--- config.mk ---
export PLATFORM = sky130hd
export DESIGN_NAME = tx_result_packer
export DESIGN_NICKNAME = d
export VERILOG_FILES = /design/src/rtl/tx_result_packer.sv
export SDC_FILE = /design/constraint.sdc
export NUM_CORES = 1
export LEC_CHECK = 0
export BUFFER_PORTS_ARGS = -buffer_cell sky130_fd_sc_hd__buf_2
export CAP_MARGIN = 15
export CORE_ASPECT_RATIO = 1.1
export CORE_UTILIZATION = 51
export DETAILED_ROUTE_END_ITERATION = 8
export PLACE_DENSITY_LB_ADDON = 0.1
export RECOVER_POWER = 100
export SLEW_MARGIN = 20
export SYNTH_ARGS = -nofsm -noshare
export SYNTH_HDL_FRONTEND = slang
export SYNTH_SLANG_ARGS = --single-unit
--- constraint.sdc ---
create_clock -name CLK -period 1.75 [get_ports CLK]
set_input_delay 0.35 -clock CLK [delete_from_list [all_inputs] [get_ports CLK]]
set_output_delay 0.35 -clock CLK [all_outputs]
set_load 0.01 [all_outputs]
--- src/rtl/tx_result_packer.sv ---
// tx_result_packer
// Captures one ALU result or one register-read byte per strobe and
// serialises it into byte-wide TX FIFO writes under fifo_full backpressure.
// Optional feature macro: TX_RESULT_TAG_EN (prefixes every frame with a tag
// byte identifying ALU vs. read frames).
//
// state    | meaning
// ---------+-----------------------------------------------------------
// IDLE     | waiting for a strobe; only state in which strobes are taken
// SEND_TAG | presenting the frame tag byte (TX_RESULT_TAG_EN builds only)
// SEND_LO  | presenting ALU result low byte
// SEND_HI  | presenting ALU result high byte (last byte of ALU frame)
// SEND_RD  | presenting read-data byte (last byte of read frame)

module tx_result_packer #(
    parameter int                    DATA_WIDTH = 8,
    parameter int                    ALU_OUT_W  = 16,
    parameter logic [DATA_WIDTH-1:0] TAG_ALU    = 8'hA5,
    parameter logic [DATA_WIDTH-1:0] TAG_RD     = 8'h5A
) (
    input  logic                  CLK,
    input  logic                  RST,
    input  logic [ALU_OUT_W-1:0]  ALU_OUT,
    input  logic                  OUT_Valid,
    input  logic [DATA_WIDTH-1:0] RdData,
    input  logic                  RdData_Valid,
    input  logic                  fifo_full,
    input  logic                  OVF_CLR,
    output logic [DATA_WIDTH-1:0] WR_DATA,
    output logic                  WR_INC,
    output logic                  BUSY,
    output logic                  OVF,
    output logic [7:0]            FRAME_CNT
);

    // The byte split below assumes exactly two bytes per ALU result, and a
    // tag parser downstream can only tell frames apart if the tags differ.
    if (ALU_OUT_W != 2 * DATA_WIDTH || TAG_ALU == TAG_RD) begin : g_bad_cfg
        $error("tx_result_packer: ALU_OUT_W must be 2*DATA_WIDTH and tags must differ");
    end

    localparam logic [2:0] S_IDLE    = 3'd0;
    localparam logic [2:0] S_SEND_LO = 3'd1;
    localparam logic [2:0] S_SEND_HI = 3'd2;
    localparam logic [2:0] S_SEND_RD = 3'd3;
`ifdef TX_RESULT_TAG_EN
    localparam logic [2:0] S_SEND_TAG = 3'd4;
`endif

    logic [2:0]           state_q, state_d;
    logic [ALU_OUT_W-1:0] hold_q, hold_d;
    logic                 ovf_q, ovf_d;
    logic [7:0]           cnt_q, cnt_d;
`ifdef TX_RESULT_TAG_EN
    // Remembers frame kind so SEND_TAG can pick the tag and the next state.
    logic                 kind_rd_q, kind_rd_d;
`endif

    logic wr_inc;
    logic [DATA_WIDTH-1:0] wr_data;
    logic idle;
    logic frame_done;
    logic drop;

    assign idle = (state_q == S_IDLE);

    // State register
    always_ff @(posedge CLK or posedge RST) begin
        if (RST) begin
            state_q <= S_IDLE;
        end else begin
            state_q <= state_d;
        end
    end

    // Next-state logic: strobes only matter in IDLE, SEND_* advance on a write
    always_comb begin
        state_d = state_q;
        case (state_q)
            S_IDLE: begin
`ifdef TX_RESULT_TAG_EN
                if (RdData_Valid || OUT_Valid) begin
                    state_d = S_SEND_TAG;
                end
`else
                if (RdData_Valid) begin
                    state_d = S_SEND_RD;
                end else if (OUT_Valid) begin
                    state_d = S_SEND_LO;
                end
`endif
            end
`ifdef TX_RESULT_TAG_EN
            S_SEND_TAG: if (wr_inc) state_d = kind_rd_q ? S_SEND_RD : S_SEND_LO;
`endif
            S_SEND_LO:  if (wr_inc) state_d = S_SEND_HI;
            S_SEND_HI:  if (wr_inc) state_d = S_IDLE;
            S_SEND_RD:  if (wr_inc) state_d = S_IDLE;
            default:    state_d = S_IDLE;
        endcase
    end

    // Output logic: byte select and write enable depend only on state and
    // registered data, so strobes never reach WR_INC combinationally
    always_comb begin
        wr_data = '0;
        wr_inc  = 1'b0;
        case (state_q)
`ifdef TX_RESULT_TAG_EN
            S_SEND_TAG: begin
                wr_data = kind_rd_q ? TAG_RD : TAG_ALU;
                wr_inc  = !fifo_full;
            end
`endif
            S_SEND_LO: begin
                wr_data = hold_q[DATA_WIDTH-1:0];
                wr_inc  = !fifo_full;
            end
            S_SEND_HI: begin
                wr_data = hold_q[ALU_OUT_W-1:DATA_WIDTH];
                wr_inc  = !fifo_full;
            end
            S_SEND_RD: begin
                wr_data = hold_q[DATA_WIDTH-1:0];
                wr_inc  = !fifo_full;
            end
            default: begin
                wr_data = '0;
                wr_inc  = 1'b0;
            end
        endcase
    end

    assign frame_done = wr_inc && (state_q == S_SEND_HI || state_q == S_SEND_RD);

    // A strobe is lost if we are busy, or if both arrive together in IDLE
    // (read wins, ALU result is the one dropped).
    assign drop = (!idle && (OUT_Valid || RdData_Valid)) ||
                  (idle && OUT_Valid && RdData_Valid);

    // Datapath next values: capture, overflow flag, frame counter
    always_comb begin
        hold_d = hold_q;
        if (idle) begin
            if (RdData_Valid) begin
                hold_d = {{(ALU_OUT_W-DATA_WIDTH){1'b0}}, RdData};
            end else if (OUT_Valid) begin
                hold_d = ALU_OUT;
            end
        end

        if (drop) begin
            ovf_d = 1'b1;
        end else if (OVF_CLR) begin
            ovf_d = 1'b0;
        end else begin
            ovf_d = ovf_q;
        end

        cnt_d = frame_done ? cnt_q + 8'd1 : cnt_q;
    end

`ifdef TX_RESULT_TAG_EN
    // Frame kind latched alongside the data capture
    always_comb begin
        kind_rd_d = kind_rd_q;
        if (idle && (RdData_Valid || OUT_Valid)) begin
            kind_rd_d = RdData_Valid;
        end
    end

    // Frame kind register
    always_ff @(posedge CLK or posedge RST) begin
        if (RST) begin
            kind_rd_q <= 1'b0;
        end else begin
            kind_rd_q <= kind_rd_d;
        end
    end
`endif

    // Datapath registers
    always_ff @(posedge CLK or posedge RST) begin
        if (RST) begin
            hold_q <= '0;
            ovf_q  <= 1'b0;
            cnt_q  <= 8'd0;
        end else begin
            hold_q <= hold_d;
            ovf_q  <= ovf_d;
            cnt_q  <= cnt_d;
        end
    end

    assign WR_DATA   = wr_data;
    assign WR_INC    = wr_inc;
    assign BUSY      = !idle;
    assign OVF       = ovf_q;
    assign FRAME_CNT = cnt_q;

endmodule

Word level (Yosys, flattened, before mapping). Index checks and enable logic that the tools add are counted.

Register bits: 28. Input bits: 30.

Add/subtract/negate cells: 1. Eq/ne operators: 6. Muxes and demuxes: 11. Reductions and logical operators: 17.

Operators with widths (count): 16-bit two-way mux (2); 8-bit one-hot mux with 2 select lines (1); 3-bit two-way mux (4); 3-bit one-hot mux with 3 select lines (1); 8-bit by 1-bit adder with 8-bit output (second input constant) (1); 3-bit by 2-bit equality test with 1-bit output (second input constant) (2); 1-bit logical AND (4); 2-bit nonzero test (2); 2-bit OR reduction (2); 3-bit by 1-bit equality test with 1-bit output (second input constant) (1); 3-bit zero test (1); 1-bit logical OR (3); 1-bit two-way mux (3); 3-bit inequality test (second input constant) (1); 3-bit AND reduction (1); 3-bit OR reduction (1); 1-bit zero test (2); 2-bit by 1-bit inequality test with 1-bit output (second input constant) (1); 2-bit inequality test (second input constant) (1); 2-bit AND reduction (1).

Longest topological paths before layout.
Word-level depth: 5. Mapped depth: 5. Depth with buffers taken out: 4.

Worst setup path after synthesis. No wires, ideal clock.

Path kind: register to output. Start point: register state_q[1]. End point: output WR_DATA[0]. Arrival time: 950 ps. Data required time: 1400 ps. Setup slack: 450 ps. Stages on the path, launching flop included: 4. Cells stage by stage: dfrtp_1 > inv_1 > nor2_2 > a22o_1.

Word-level cells in the longest chain between the ends: 3. Elaborated cells between the ends (all ways): 5. Classes of those cells: 3 x eq/ne; 1 x mux; 1 x reduce/logical.

RTL lines: from (decl) (RTL line 50) `logic [2:0] state_q, state_d;`; from (signal assigned) (RTL line 72) `state_q <= state_d;`; 3-bit by 2-bit equality test with 1-bit output / 3-bit by 1-bit equality test with 1-bit output (equally long branches) (RTL line 108) `case (state_q)`; 2-bit OR reduction (no line); 8-bit one-hot mux with 2 select lines (*) (RTL line 108); to (decl) (RTL line 29) `output logic [DATA_WIDTH-1:0] WR_DATA,`.

Mark *: on every way between the ends. The rest lies on a longest branch, timed or not.

Worst setup path in the final report.
Start point: register state_q[0]. End point: output WR_DATA[1].

Same word-level chain as after synthesis.

==> results by group <==
Die
  – Placeable Area: 0.00232 mm2
  – Initial Util: 56.1%
  – # IOs: 49
  – Die Width: 50.2 um
  – Num rows: 18
  – Die H: 55 um
  – Die Area: 0.00276 mm2

Worst setup path
  – FF-to-FF Start: state_q[0]$_DFFE_PP0P_
  – Crit Path Category: register to primary output
  – Startpoint Class: register
  – CP required: 1.40 ns
  – Worst reg2reg setup slack: 0.19 ns
  – Setup crit end kind: primary output
  – Critical Path Start: state_q[0]$_DFFE_PP0P_
  – CP endpoint: WR_DATA[1]
  – Cell depth of the worst flop-to-flop path: 3
  – Worst R2R End: hold_q[12]$_DFFE_PP0P_
  – CP max FO: 6
  – WP data arrival: 1.34 ns

Timing
  – Hold slack: 0.185 ns
  – # setup viols final: 0
  – Final Hold Violating Endpoints: 0
  – Period utilization: 96.7%
  – Slew HR: 5.08%
  – RSZ-0062 raised after global routing: no
  – Final Skew: 0.00120 ns
  – Total Neg Setup Slack: 0 ns
  – Maximum clock rate: 591 MHz
  – Slew @ Worst Pin: 1.42 ns
  – Post-layout minimum cycle time: 1.69 ns
  – Fin. max-slew vios: 0

Layout
  – N_diodes: 0
  – # nets final: 212
  – Area growth, synth to finish: 24.5%
  – Fill cells: 192
  – Layout cells sized above 1: 30.6%
  – Multi-input logic area: 572 um2
  – Register area: 678 um2
  – Finished Layout Cells: 210

GRT
  – Gr ovfl total: 0
  – Vias in the first global route: 1102
  – Largest net degree at the start of global routing: 28
  – Overall Global Routing Usage: 23.2%
  – First-pass GRT wire length: 4.67 mm
  – Initial antenna violation count: 0

Clock tree
  – CTS Buf Count: 3
  – H-tree levels: 1
  – CTS sink cnt: 27
  – Hold Buf Count CTS: 0
  – Clock insertion delay at the later pin of the skew report: 0.32 ns
  – CTS Buffer Depth: 2
  – TritonCTS clock tree: done
  – Clk slew on worst S/H paths: 0.14 ns
  – Root buf cell: clkbuf_4

Detailed routing
  – Initial DRT Pass Iterations: 4
  – WL/cell: 14.1 um
  – Vias: 1181
  – Remaining DRCs: 0
  – DRT Wirelength: 2.97 mm
  – Via/cell ratio: 5.62
  – ANT nets after route: 0
  – DR iter-0 viols: 24

Synth
  – Number of synthesized flops with an enable pin: 0
  – Avg Cell Area, Syn: 10.3 um2
  – Top post-synthesis cells by area: dfrtp_1 (52%), mux2i_1 (6.1%), o21ai_0 (6.1%)
  – Top cell type's share of synthesized area: 51.9%
  – Largest area contributor in the netlist: dfrtp_1
  – Post-synth top cells: dfrtp_1 (27), o21ai_0 (16), nand2_1 (14)
  – Syn nets: 157
  – Most used flip-flop cell after synthesis: dfrtp_1
  – Sequential cell area fraction in the yosys report: 51.9%
  – Synth cell types: 30
  – Ys async rst share: 100%
  – Ys Warns: 0
  – Post-synthesis register bit count: 27
  – Count leader, synth: dfrtp_1
  – Post-Syn Area: 0.00130 mm2
  – Cells after Synth: 126

Power
  – Worst vdd ir: 0.991 mV
  – LEAKAGE: 0.830 nW
  – Power Density: 1560 mW/mm2

Place
  – Post-DP HPWL: 2.13 mm
  – Dpl cells: 201
  – Port Buffers: 48
  – Final RePlAce weighted congestion: 0.829

Worst hold path
  – Hold Startpoint: OVF_CLR
  – Hold Crit Class: input port to register

Job
  – Max_cap viols: 0

Run status
  – Status: complete, no violations
[worst max-delay path, stage by stage, from the launching register on]
cell      delay [ns]
dfrtp_2         0.51
clkbuf_4        0.16
a22o_1          0.22
buf_2           0.13
[metrics by stage]
stage          power (mW)  instance area [um2]  setup WS (ns)  utilization (%)
5_1_grt              2.72                 1620        0.00467             69.9
4_1_cts              2.46                 1590         0.0219             68.7
3_3_place_gp         2.13                 1560          0.238             67.2
3_5_place_dp         2.17                 1560          0.229             67.2
6_report             2.53                 1620         0.0572             69.9
2_1_floorplan        1.81                 1300          0.450                -
[logic make-up after synthesis]
group,after synthesis,synth area share [%]
and+or+nand+nor,35,14.2
buffers and inverters,10,4.22
xor gates and xnor gates,7,4.71
adders and majority gates,1,0.960
AOI/OAI and AO/OA,37,17.0
DFF,27,51.9
muxes,9,7.01
[how the worst min path moves through the flow]
stage                                           to  slack (ns)  cells past startpoint
after floorplan           FRAME_CNT[0]$_DFFE_PP0P_        0.40                      1
after global placement    FRAME_CNT[7]$_DFFE_PP0P_        0.42                      3
after detailed placement    hold_q[14]$_DFFE_PP0P_        0.43                      3
after CTS                   hold_q[12]$_DFFE_PP0P_        0.06                      3
after global routing               OVF$_DFFE_PP0P_        0.18                      2
final                              OVF$_DFFE_PP0P_        0.18                      2
[layout by cell type, fill, tap and decap left out, drive strengths merged, types with 2 or more instances in the layout]
master | Yosys | routed
a21oi | 2 | 2
a22o | 7 | 7
buf | 4 | 38
clkbuf | 1 | 21
dfrtp | 27 | 27
inv | 5 | 5
mux2i | 8 | 8
nand2 | 14 | 14
nand3 | 5 | 5
nand4 | 5 | 5
nor2 | 5 | 5
nor3 | 2 | 2
o21ai | 26 | 26
xnor2 | 3 | 3
xor2 | 4 | 4
[per-layer routing]
metal | global-route usage (%) | routed length [um] | vias up
met4 | 10.0 | 15 | 0
li1 | - | - | 561
met5 | 0 | 0 | -
met3 | 3.28 | 199 | 2
met2 | 44.7 | 1590 | 52
met1 | 25.8 | 1160 | 566
[sequential cells by signal, indices dropped and copies added (netlist names)]
signal     cells
OVF            1
hold_q        16
state_q        2
FRAME_CNT      8
[power by group]
| part | total (mW) | switching (mW) | internal, mW | leakage, nW |
|---|---|---|---|---|
| Clock | 0.270 | 0.181 | 0.0893 | 0.0150 |
| Combinational | 1.10 | 0.594 | 0.502 | 0.475 |
| Sequential | 1.17 | 0.265 | 0.904 | 0.340 |
[final cells by class]
cell class              instances  area share (%)
flip-flops and latches         27            41.8
multi-input cells              89            35.3
repair buffers                 55            17.8
well taps                      30            2.31
clock buffers                   4            1.62
inverters                       5            1.16
[repair_timing]
item,CTS,global route
pin swaps,0,1
resized for setup,3,3
buffers inserted,0,5
setup endpoints to repair,8,8
No activity file was read; power rests on OpenSTA's default activity.
